--- config.mk ---
export PLATFORM = sky130hd
export DESIGN_NAME = timer_ctrl_flat
export DESIGN_NICKNAME = d
export VERILOG_FILES = /design/src/rtl/timer_ctrl_pkg.sv /design/src/rtl/timer_ctrl_if.sv /design/src/rtl/timer_wdog.sv /design/src/rtl/timer_ctrl.sv /design/src/flat_wrapper.sv
export SDC_FILE = /design/constraint.sdc
export NUM_CORES = 1
export LEC_CHECK = 0
export ABC_CLOCK_PERIOD_IN_PS = 2150
export BUFFER_PORTS_ARGS = -buffer_cell sky130_fd_sc_hd__clkbuf_2
export CORE_MARGIN = 1
export CORE_UTILIZATION = 27
export DETAILED_ROUTE_END_ITERATION = 16
export GPL_TIMING_DRIVEN = 0
export PLACE_DENSITY = 0.49
export SLEW_MARGIN = 25
export SYNTH_ARGS = -nofsm -noshare
export SYNTH_HDL_FRONTEND = slang
export SYNTH_SLANG_ARGS = --single-unit
--- constraint.sdc ---
create_clock -name clk_2K -period 2.15 [get_ports clk_2K]
set_input_delay 0 -clock clk_2K [delete_from_list [all_inputs] [get_ports clk_2K]]
set_output_delay 0 -clock clk_2K [all_outputs]
set_load 0.005 [all_outputs]
--- src/rtl/timer_ctrl_pkg.sv ---
// Shared types and constants for the timing-counter sequencer and its watchdog.
package timer_ctrl_pkg;

  typedef enum logic [1:0] {
    IDLE  = 2'd0,
    CLEAR = 2'd1,
    RUN   = 2'd2,
    DONE  = 2'd3
  } state_e;

  localparam int unsigned WDOG_MARGIN = 8;

  // A healthy Counter flags within 2^WIDTH cycles; the margin absorbs restart latency.
  function automatic int unsigned wdog_limit(input int unsigned width);
    return (32'd1 << width) + WDOG_MARGIN;
  endfunction

endpackage

--- src/rtl/timer_ctrl_if.sv ---
// Bundle between the game FSM / Counter (master side) and timer_ctrl (slave side).
interface timer_ctrl_if #(
  parameter int PW = 4
);
  logic          i_Start;
  logic [PW-1:0] i_Periods;
  logic          i_Abort;
  logic          i_TwoSec;
  logic          o_RstCounter;
  logic          o_ActCounter;
  logic          o_Busy;
  logic          o_Done;
  logic [PW-1:0] o_Remaining;
  logic          o_Error;

  modport master (
    output i_Start, i_Periods, i_Abort, i_TwoSec,
    input  o_RstCounter, o_ActCounter, o_Busy, o_Done, o_Remaining, o_Error
  );

  modport slave (
    input  i_Start, i_Periods, i_Abort, i_TwoSec,
    output o_RstCounter, o_ActCounter, o_Busy, o_Done, o_Remaining, o_Error
  );
endinterface

--- src/rtl/timer_wdog.sv ---
// Watchdog cycle counter: counts RUN cycles since the last restart and flags
// expiry when 2^WIDTH+WDOG_MARGIN cycles pass without a two-second flag.
module timer_wdog
  import timer_ctrl_pkg::*;
#(
  parameter int WIDTH = 12
) (
  input  logic clk_2K,
  input  logic i_Reset,
  input  logic run_i,
  input  logic restart_i,
  output logic expired_o
);

  localparam int unsigned LIMIT = wdog_limit(WIDTH);
  localparam int          CW    = $clog2(LIMIT + 1);

  logic [CW-1:0] cnt_q, cnt_d;

  // expired_o is high during the cycle that completes the LIMIT-th RUN cycle.
  assign expired_o = run_i && !restart_i && (cnt_q == CW'(LIMIT - 1));

  always_comb begin
    cnt_d = cnt_q;
    if (restart_i || !run_i) begin
      cnt_d = '0;
    end else if (!expired_o) begin
      cnt_d = cnt_q + 1'b1;
    end
  end

  always_ff @(posedge clk_2K) begin
    if (i_Reset) begin
      cnt_q <= '0;
    end else begin
      cnt_q <= cnt_d;
    end
  end

endmodule

--- src/rtl/timer_ctrl.sv ---
// Sequencer between the game FSM and the two-second Counter: waits N periods.
// Optional watchdog enabled by defining TIMER_CTRL_WATCHDOG_EN.
module timer_ctrl
  import timer_ctrl_pkg::*;
#(
  parameter int WIDTH = 12,
  parameter int PW    = 4
) (
  input  logic         clk_2K,
  input  logic         i_Reset,
  timer_ctrl_if.slave  bus
);

  state_e        state_q, state_d;
  logic [PW-1:0] rem_q, rem_d;
  logic          err_q, err_d;
  logic          rst_ctr_q, act_ctr_q, busy_q, done_q;
  logic          wdog_exp;

`ifdef TIMER_CTRL_WATCHDOG_EN
  timer_wdog #(
    .WIDTH (WIDTH)
  ) u_wdog (
    .clk_2K    (clk_2K),
    .i_Reset   (i_Reset),
    .run_i     (state_q == RUN),
    .restart_i (state_q == CLEAR),
    .expired_o (wdog_exp)
  );
`else
  assign wdog_exp = 1'b0;
`endif

  always_comb begin
    state_d = state_q;
    rem_d   = rem_q;
    err_d   = err_q;
    unique case (state_q)
      IDLE: begin
        if (bus.i_Start && !bus.i_Abort) begin
          if (bus.i_Periods == '0) begin
            state_d = DONE;
          end else begin
            state_d = CLEAR;
            rem_d   = bus.i_Periods;
            err_d   = 1'b0;
          end
        end
      end
      CLEAR: begin
        if (bus.i_Abort) begin
          state_d = IDLE;
          rem_d   = '0;
        end else begin
          state_d = RUN;
        end
      end
      RUN: begin
        // Abort outranks a coincident flag; a flag outranks watchdog expiry.
        if (bus.i_Abort) begin
          state_d = IDLE;
          rem_d   = '0;
        end else if (bus.i_TwoSec) begin
          if (rem_q <= PW'(1)) begin
            rem_d   = '0;
            state_d = DONE;
          end else begin
            rem_d   = rem_q - 1'b1;
            state_d = CLEAR;
          end
        end else if (wdog_exp) begin
          err_d   = 1'b1;
          rem_d   = '0;
          state_d = IDLE;
        end
      end
      DONE: begin
        state_d = IDLE;
      end
      default: begin
        state_d = IDLE;
      end
    endcase
  end

  // Outputs are decoded from the next state so they are registered with it.
  always_ff @(posedge clk_2K) begin
    if (i_Reset) begin
      state_q   <= IDLE;
      rem_q     <= '0;
      err_q     <= 1'b0;
      rst_ctr_q <= 1'b0;
      act_ctr_q <= 1'b0;
      busy_q    <= 1'b0;
      done_q    <= 1'b0;
    end else begin
      state_q   <= state_d;
      rem_q     <= rem_d;
      err_q     <= err_d;
      rst_ctr_q <= (state_d == CLEAR);
      act_ctr_q <= (state_d == RUN);
      busy_q    <= (state_d == CLEAR) || (state_d == RUN);
      done_q    <= (state_d == DONE);
    end
  end

  assign bus.o_RstCounter = rst_ctr_q;
  assign bus.o_ActCounter = act_ctr_q;
  assign bus.o_Busy       = busy_q;
  assign bus.o_Done       = done_q;
  assign bus.o_Remaining  = rem_q;
  assign bus.o_Error      = err_q;

endmodule

--- src/flat_wrapper.sv ---
// flat-port wrapper written by rule: the top's interface ports become plain ports
module timer_ctrl_flat import timer_ctrl_pkg::*;
#(
  parameter int WIDTH = 12,
  parameter int PW    = 4
)
  (clk_2K, i_Reset, bus_i_Start, bus_i_Periods, bus_i_Abort, bus_i_TwoSec, bus_o_RstCounter, bus_o_ActCounter, bus_o_Busy, bus_o_Done, bus_o_Remaining, bus_o_Error);
  timer_ctrl_if #(.PW(PW)) bus_i ();
  input  logic clk_2K;
  input  logic i_Reset;
  input wire logic [$bits(bus_i.i_Start)-1:0] bus_i_Start;
  input wire logic [$bits(bus_i.i_Periods)-1:0] bus_i_Periods;
  input wire logic [$bits(bus_i.i_Abort)-1:0] bus_i_Abort;
  input wire logic [$bits(bus_i.i_TwoSec)-1:0] bus_i_TwoSec;
  output wire logic [$bits(bus_i.o_RstCounter)-1:0] bus_o_RstCounter;
  output wire logic [$bits(bus_i.o_ActCounter)-1:0] bus_o_ActCounter;
  output wire logic [$bits(bus_i.o_Busy)-1:0] bus_o_Busy;
  output wire logic [$bits(bus_i.o_Done)-1:0] bus_o_Done;
  output wire logic [$bits(bus_i.o_Remaining)-1:0] bus_o_Remaining;
  output wire logic [$bits(bus_i.o_Error)-1:0] bus_o_Error;
  assign bus_i.i_Start = bus_i_Start;
  assign bus_i.i_Periods = bus_i_Periods;
  assign bus_i.i_Abort = bus_i_Abort;
  assign bus_i.i_TwoSec = bus_i_TwoSec;
  assign bus_o_RstCounter = bus_i.o_RstCounter;
  assign bus_o_ActCounter = bus_i.o_ActCounter;
  assign bus_o_Busy = bus_i.o_Busy;
  assign bus_o_Done = bus_i.o_Done;
  assign bus_o_Remaining = bus_i.o_Remaining;
  assign bus_o_Error = bus_i.o_Error;
  timer_ctrl #(.WIDTH(WIDTH), .PW(PW)) u_core (.clk_2K(clk_2K), .i_Reset(i_Reset), .bus(bus_i));
endmodule
# Word-level counts from Yosys, hierarchy flattened
# Index checks and enable logic that the tools add are counted.
[op_classes]
addsub = 1
mul = 0
div = 0
n_lt_le_gt_ge = 1
eq_ne = 10
n_shift = 0
mux = 14
bitwise_logic = 0
reduce_logical = 7
[op_table]
columns = ["op", "count"]
rows = [
  ["two-way mux 4 bit", 6],
  ["two-way mux 2 bit", 6],
  ["one-hot mux 4 bit (3 select lines)", 1],
  ["equality test 2 bit, second input constant", 4],
  ["one-hot mux 2 bit (4 select lines)", 1],
  ["AND reduction 5 bit", 1],
  ["equality test 2 x 1 -> 1 bit, second input constant", 2],
  ["<= comparator 4 x 1 -> 1 bit, second input constant", 1],
  ["logical NOT 4 bit", 1],
  ["inequality test 2 bit, second input constant", 2],
  ["subtractor 4 x 1 -> 4 bit, second input constant", 1],
  ["inequality test 3 bit, second input constant", 1],
  ["nonzero test 3 bit", 1],
  ["logical NOT 2 bit", 1],
  ["inequality test 2 x 1 -> 1 bit, second input constant", 1],
  ["logical AND 1 bit", 1],
  ["logical NOT 1 bit", 1],
  ["logical OR 1 bit", 1],
]
[word_totals]
ff_bits = 10
latchBits = 0
ramBits = 0
rom_bits = 0
inputBits = 9
out_inout_bits = 9
elab_cells = 39
mem_count = 0

# Logic depth before layout (Yosys ltp)
# Gate-level depths: netlist (run 1).
[depth]
ltp_word = 7
depth_mapped = 8
depth_no_buf = 8

# Worst setup path before layout (run 1)
# Ideal clock, no wire load.
[synth_path]
kind = "reg-to-reg"
from = "register u_core.rem_q[0] (netlist: u_core.bus.o_Remaining[0])"
to = "register u_core.busy_q (netlist: u_core.bus.o_Busy)"
t_arrival_ns = 1.702
setup_slack_ns = 0.322
path_stages_with_launch = 9
n_path_buf = 0
synth_period_minus_slack_ns = 1.828
cell_sequence = "dfxtp_1 > inv_1 > ha_1 > or2_1 > a31o_1 > a21oi_2 > o31ai_1 > ha_1 > nor2_1"
[synth_via]
elab_chain_cells = 7
word_cells_on_any_way = 8
classes_between = "order compare (1); eq/ne (2); mux (4); reduce/logical (1)"
[synth_lines]
columns = ["item", "line", "rtl"]
rows = [
  ["start: declaration", "timer_ctrl.sv:15", "logic [PW-1:0] rem_q, rem_d;"],
  ["start signal: assignment", "timer_ctrl.sv:98", "rem_q <= rem_d;"],
  ["<= comparator 4 x 1 -> 1 bit *", "timer_ctrl.sv:64", "if (rem_q <= PW'(1)) begin"],
  ["two-way mux 2 bit *", "timer_ctrl.sv:64", ""],
  ["two-way mux 2 bit *", "timer_ctrl.sv:63", "end else if (bus.i_TwoSec) begin"],
  ["two-way mux 2 bit *", "timer_ctrl.sv:60", "if (bus.i_Abort) begin"],
  ["one-hot mux 2 bit (4 select lines) *", "timer_ctrl.sv:38", "unique case (state_q)"],
  ["equality test 2 x 1 -> 1 bit / equality test 2 bit (equally long branches)", "timer_ctrl.sv:102", "busy_q <= (state_d == CLEAR) || (state_d == RUN);"],
  ["logical OR 1 bit *", "timer_ctrl.sv:102", ""],
  ["end signal: assignment", "timer_ctrl.sv:102", ""],
  ["end: declaration", "timer_ctrl.sv:17", "logic rst_ctr_q, act_ctr_q, busy_q, done_q;"],
]
# Mark *: on every way between the ends. The rest lies on a longest branch, timed or not.
# A chain may end at the register's enable or synchronous reset.

# Final worst setup path (run 1)
# Ends and elaborated chain as after synthesis.

==> results of run 1 <==
[final timing paths]
| check | from | to | slack [ps] | cells past startpoint |
|---|---|---|---|---|
| max | u_core.bus.o_Remaining[0] | u_core.bus.o_Busy | 160 | 8 |
| min | bus_i_Abort | u_core.state_q[1] | 30 | 2 |
| max reg2reg | u_core.bus.o_Remaining[0] | u_core.bus.o_Busy | 160 | 8 |
| min reg2reg | u_core.bus.o_Remaining[1] | u_core.bus.o_Remaining[1] | 500 | 2 |
[routing by layer]
metal | wire [um] | up-vias
met5 | 0 | -
met4 | 12 | 0
met3 | 56 | 2
met2 | 761 | 11
met1 | 830 | 287
li1 | - | 351
[worst register-to-register path, delay by kind of cell, from the launching register on]
family                   cells  cell delay [ps]
AO/OA/AOI/OAI                3              550
adder cells (fa/ha/maj)      2              510
buffers and inverters        1               70
flip-flops                   1              430
AND/OR/NAND/NOR              2              320
[cells in the final DEF (no fill, tap or decap), types with 2 or more instances in the layout]
| cell type | netlist | final |
|---|---|---|
| clkbuf_4 | 0 | 3 |
| clkbuf_2 | 0 | 16 |
| dfxtp_1 | 10 | 10 |
| nand2b_1 | 2 | 2 |
| nand2_1 | 2 | 2 |
| o41ai_1 | 2 | 2 |
| inv_1 | 6 | 6 |
| ha_1 | 10 | 10 |
| nor2b_1 | 8 | 8 |
| o2111ai_1 | 3 | 3 |
| nor2_1 | 3 | 3 |
| a21oi_2 | 2 | 2 |
| a211oi_1 | 3 | 3 |
| o31ai_1 | 3 | 3 |
| o21ai_1 | 3 | 3 |
| a21oi_1 | 5 | 5 |
[kinds of logic after synthesis]
| kind of cell | count (synthesis) | synth area share (%) |
|---|---|---|
| other | 1 | 0.466 |
| and+or+nand+nor | 25 | 24.4 |
| buffers and inverters | 9 | 4.66 |
| muxes | 1 | 1.24 |
| adders and majority gates | 10 | 15.6 |
| AOI/OAI and AO/OA | 28 | 28.8 |
| DFF | 10 | 24.9 |
[metrics by stage]
step / power, mW / util [%] / hold WS [ps] / worst slack [ps]
after floorplan: 0.307 / - / 105 / 322
after global placement: 0.349 / 33.2 / 302 / 164
after detailed placement: 0.351 / 33.2 / 302 / 153
after CTS: 0.521 / 34.5 / 12.5 / 139
after global routing: 0.548 / 34.5 / 31.9 / 12.1
final: 0.512 / 34.5 / 26.2 / 156
[sequential cells by signal, indices dropped and copies added, names as in the netlist]
signal,count
u_core.state_q,2
u_core.bus.o_ActCounter,1
u_core.bus.o_RstCounter,1
u_core.bus.o_Busy,1
u_core.bus.o_Done,1
u_core.bus.o_Remaining,4
[report_power, final]
group	switching, mW	internal, mW	total, mW
combinational	0.0773	0.0614	0.139
sequential	0.0106	0.197	0.208
clock	0.0634	0.103	0.166
[layout make-up]
cell class                 count  area [um2]
fill                         291        1820
timing repair buffer          16        80.1
multi-input combinational     65         567
tap                           31        38.8
clock buffer                   4        36.3
sequential                    10         200
buffer                         2        11.3
inverter                       7        26.3
==> results by group, run 1 <==
Cells and area
  • Share of cells above drive strength 1: a little under a third
  • Fin area: between 900 and 1000 um2
  • Fin nets: ~120
  • Layout area overhead: 19.3%
  • Non-Filler Instances: 135
  • Antenna Cells: 0

Pwr
  • Lkg Pwr: 0.418 nW
  • Worst VDD drop: approximately 360 uV
  • Power Density: roughly 530 nW/um2

Clock tree
  • Setup Fix Bufs, Post-CTS: 0
  • H-tree depth: 1
  • Hold buffers post-CTS: 0
  • Clk_lat worst skew: 260 ps
  • Sink Count: 10
  • PostCTS Resize Cnt: 0
  • CTS clk-pin slew, worst paths: 70 ps
  • Root Driver: clkbuf_4
  • CTS tree: yes
  • Max clock buf depth: 2
  • CTS Buf Count: 3

Critical path
  • Buf/Inv on CP: 1
  • Critical path's top delay family: compound AO/OA/AOI/OAI gates
  • Critical Path RT: roughly 2300 ps
  • CP Max Fanout: 6
  • Startpoint Class: register
  • CP Cell Sequence: inv_1 > ha_1 > or2_1 > a31o_1 > a21oi_2 > o31ai_1 > ha_1 > nor2_1
  • Arr. time, crit path: ~2100 ps
  • Setup CP Type: register to register
  • CP endpoint kind: register
  • Most common cell on crit path: ha_1
  • Max incr delay on CP: 430 ps
  • CP max-delay cell: dfxtp_1

Place
  • Dpl cell area: 923 um2
  • GP Congestion: 0.754
  • IO buf count: 16
  • DP HPWL: ~1400 um
  • Placed cell count: between 100 and 150

Detailed routing
  • DR WL/cell: 12.3 um
  • # DRC: 0
  • DR iter-0 viols: 15
  • Final Routed Wirelength: roughly 1700 um
  • Post-DRT Antenna Nets: 0
  • First-pass detailed-route iteration total: 4
  • Vias per cell: 4.82
  • Vias: around 650

GRT
  • Number of global-route vias before repair: 656
  • Largest net degree at the start of global routing: 11
  • GRT Residual Overflow: 0
  • Overall Global Routing Usage: 12.2%
  • Initial antenna violation count: 0
  • Met3 Usage GRT: 4.15%
  • Top Usage Layer GRT: met2
  • Global-route wire length before repair: approximately 3000 um
  • Met2 Use GR: 19.3%
  • Met1 usage: between 10% and 20%

Logic synthesis
  • Seq/Total Area, Yosys: 24.9%
  • Top post-synthesis cells by area: dfxtp_1 25%, ha_1 16%, nor2b_1 6.2%
  • Area leader, netlist: dfxtp_1
  • Synth Net Count: 103
  • YS warnings: 0
  • Post-Syn Instances: 84
  • Syn Std Cell Area: 805 um2
  • Top-area cell type share of the netlist area: 24.9%
  • Synth cell types: 36
  • Asr flop ratio synth: 0%
  • #FFs+latches synth: 10
  • Mapped Avg Cell Area: around 9.6 um2
  • Number of flops mapped to enable cells by yosys: 0
  • Post-synth top cells: 10 x dfxtp_1, 10 x ha_1, 8 x nor2b_1
  • Main flop type after synthesis: dfxtp_1

STA
  • Layout Skew: 5.72 ps
  • Final setup fails: 0
  • RSZ-0062 raised after global routing: false
  • Final Hold Fails: 0
  • Ratio of final minimum period to clock period: 92.8%
  • Final Max Slew Viols: 0
  • Fmax: 501 MHz
  • Tmin final: 1990 ps
  • TNS Setup: 0 ps

Floorplanning
  • Row count: 19
  • Core box area: 2780 um2
  • Die Area: approximately 3200 um2
  • Starting Density: between 20% and 30%
  • Chip height: 56.6 um
  • Die W: ~57 um
  • I/O pin count: 18

Hold path
  • Hold Path Class: primary input to register

Status
  • Status: complete, no violations

Flow run
  • Max-cap violations: 0
(Power assumes the default switching activity.)
==> run 2: changes to the inputs <==
--- a/config.mk
+++ b/config.mk
@@ -11,7 +11,9 @@
 export CORE_UTILIZATION = 27
 export DETAILED_ROUTE_END_ITERATION = 16
 export GPL_TIMING_DRIVEN = 0
+export MAX_ROUTING_LAYER = met4
 export PLACE_DENSITY = 0.49
+export REMOVE_ABC_BUFFERS = 1
 export SLEW_MARGIN = 25
 export SYNTH_ARGS = -nofsm -noshare
 export SYNTH_HDL_FRONTEND = slang
==> run 2 against run 1 <==
Total power fell by 1.1%. Final cell count fell by 1.5%. First-iteration DRC count fell by 33%. Largest cell class unchanged.
==> results by group, run 2 (synthesis results as in run 1) <==
Critical path
  • Most common cell on crit path: ha_1
  • Arr. time, crit path: 2150 ps
  • Startpoint Class: register
  • Max incr delay on CP: 390 ps
  • Critical Path RT: approximately 2400 ps
  • CP max-delay cell: dfxtp_1
  • CP Max Fanout: 4
  • R2R depth: 8
  • CP endpoint kind: register
  • Setup CP Type: register to register
  • CP Cell Sequence: inv_1 > ha_1 > or2_1 > a31o_1 > a21oi_2 > o31ai_1 > ha_1 > nor2_1

STA
  • Layout Skew: 6.63 ps
  • Final setup fails: 0
  • Final Hold Fails: 0
  • Ratio of final minimum period to clock period: 90.8%
  • RSZ-0062 raised after global routing: false
  • Fmax: 512 MHz
  • Tmin final: 1950 ps
  • Final Max Slew Viols: 0
  • TNS Setup: 0 ps

Pwr
  • Comb pwr share: 26.5%
  • Power Density: 533 nW/um2
  • Sw frac: around 29%
  • Worst VDD drop: 489 uV
  • Seq pwr share: 41.1%
  • Lkg Pwr: 0.411 nW
  • Clock share of power: 32.4%
  • Switch Pwr: 147 uW
  • Overall power: between 500 and 600 uW
  • Int Power: 360 uW

GRT
  • Initial antenna violation count: 0
  • Largest net degree at the start of global routing: 13
  • Overall Global Routing Usage: 11.3%
  • GRT Residual Overflow: 0
  • Global-route wire length before repair: 2760 um
  • Number of global-route vias before repair: 651

Detailed routing
  • First-pass detailed-route iteration total: 3
  • DR WL/cell: approximately 12 um
  • # DRC: 0
  • Final Routed Wirelength: 1580 um
  • Vias per cell: 4.98
  • Post-DRT Antenna Nets: 0
  • DR iter-0 viols: 10
  • Vias: 663

Floorplanning
  • Chip height: 56.6 um
  • Core box area: 2780 um2
  • Die W: between 50 and 60 um
  • I/O pin count: 18
  • Starting Density: ~29%
  • Row count: 19
  • Die Area: 3200 um2

Clock tree
  • CTS tree: yes
  • Root Driver: clkbuf_4
  • CTS clk-pin slew, worst paths: 70 ps
  • Setup Fix Bufs, Post-CTS: 0
  • Max clock buf depth: 2
  • H-tree depth: 1
  • CTS Buf Count: 3
  • Clk_lat worst skew: around 260 ps
  • Sink Count: 10

Cells and area
  • Commonest cells after routing, fill and taps aside: 16 x clkbuf_2, 10 x ha_1, 9 x dfxtp_1
  • Non-Filler Instances: 133
  • Filler instances: roughly 310
  • Fin nets: roughly 120
  • Commonest non-fill, non-tap cell in the layout: clkbuf_2
  • Antenna Cells: 0
  • Share of cells above drive strength 1: 31.4%
  • Max FFs per register: 4
  • Fin area: 950 um2
  • Layout area overhead: 18.0%

Hold path
  • Hold Path Class: primary input to register
  • Hold Path Cell Cnt: 2

Place
  • Placed cell count: 129
  • Dpl cell area: 912 um2
  • GP Congestion: 0.737
  • DP HPWL: between 1000 and 1500 um
  • IO buf count: 16

Flow run
  • Max-cap violations: 0

Status
  • Status: complete, no violations
[run 2: cell count changes in the layout (fill, tap and decap cells not counted), sizes merged]
cell,before,now
buf,1,0
clkbuf,21,20
[run 2: layout make-up]
| cell class | count | area (um2) | share of cell area, % |
|---|---|---|---|
| multi-input combinational | 65 | 567 | 59.7 |
| sequential | 10 | 201 | 21.2 |
| timing repair buffer | 16 | 80.1 | 8.43 |
| tap | 31 | 38.8 | 4.08 |
| clock buffer | 4 | 36.3 | 3.82 |
| inverter | 7 | 26.3 | 2.77 |
[run 2: critical path, delay by kind of cell, from the launching register on]
family	cells	cell delay [ps]
AOI/OAI and AO/OA	3	560
DFF	1	390
and+or+nand+nor	2	380
buffers and inverters	1	80
adders and majority gates	2	480
[run 2: final timing paths]
check	start	to	slack [ps]
max	u_core.bus.o_Remaining[1]	u_core.bus.o_Busy	200
min	bus_i_Abort	u_core.state_q[1]	40
max reg2reg	u_core.bus.o_Remaining[1]	u_core.bus.o_Busy	200
min reg2reg	u_core.bus.o_Remaining[2]	u_core.bus.o_Remaining[2]	530
[run 2: power by group through the flow]
stage | logic [mW] | registers [mW] | clock network, mW
floorplan | 0.0924 | 0.211 | 0
global placement | 0.134 | 0.212 | 0
detailed placement | 0.135 | 0.212 | 0
CTS | 0.136 | 0.208 | 0.170
global route | 0.152 | 0.210 | 0.184
finish | 0.134 | 0.208 | 0.164
[run 2: what timing repair did]
item / in CTS / in global routing
gates resized for setup: 0 / 1
hold buffers: 0 / 0
endpoints found under the setup margin: 0 / 1
[run 2: per-layer routing]
metal | share of wire [%] | GRT usage [%] | up-vias | wire [um]
li1 | - | - | 344 | -
met3 | 4.8 | 3.46 | 2 | 75
met4 | 0.25 | 1.05 | 0 | 4
met2 | 48 | 19.0 | 15 | 755
met1 | 47 | 13.7 | 302 | 742
met5 | 0 | - | - | 0
[run 2: per-stage QoR]
| step | hold slack [ps] | setup slack (ps) | utilization, % |
|---|---|---|---|
| floorplan | 66.7 | 338 | - |
| global placement | 313 | 184 | 32.8 |
| finish | 38.3 | 197 | 34.1 |
| global route | 45.2 | 38.7 | 34.1 |
| detailed placement | 317 | 168 | 32.8 |
| CTS | 36.7 | 163 | 34.1 |
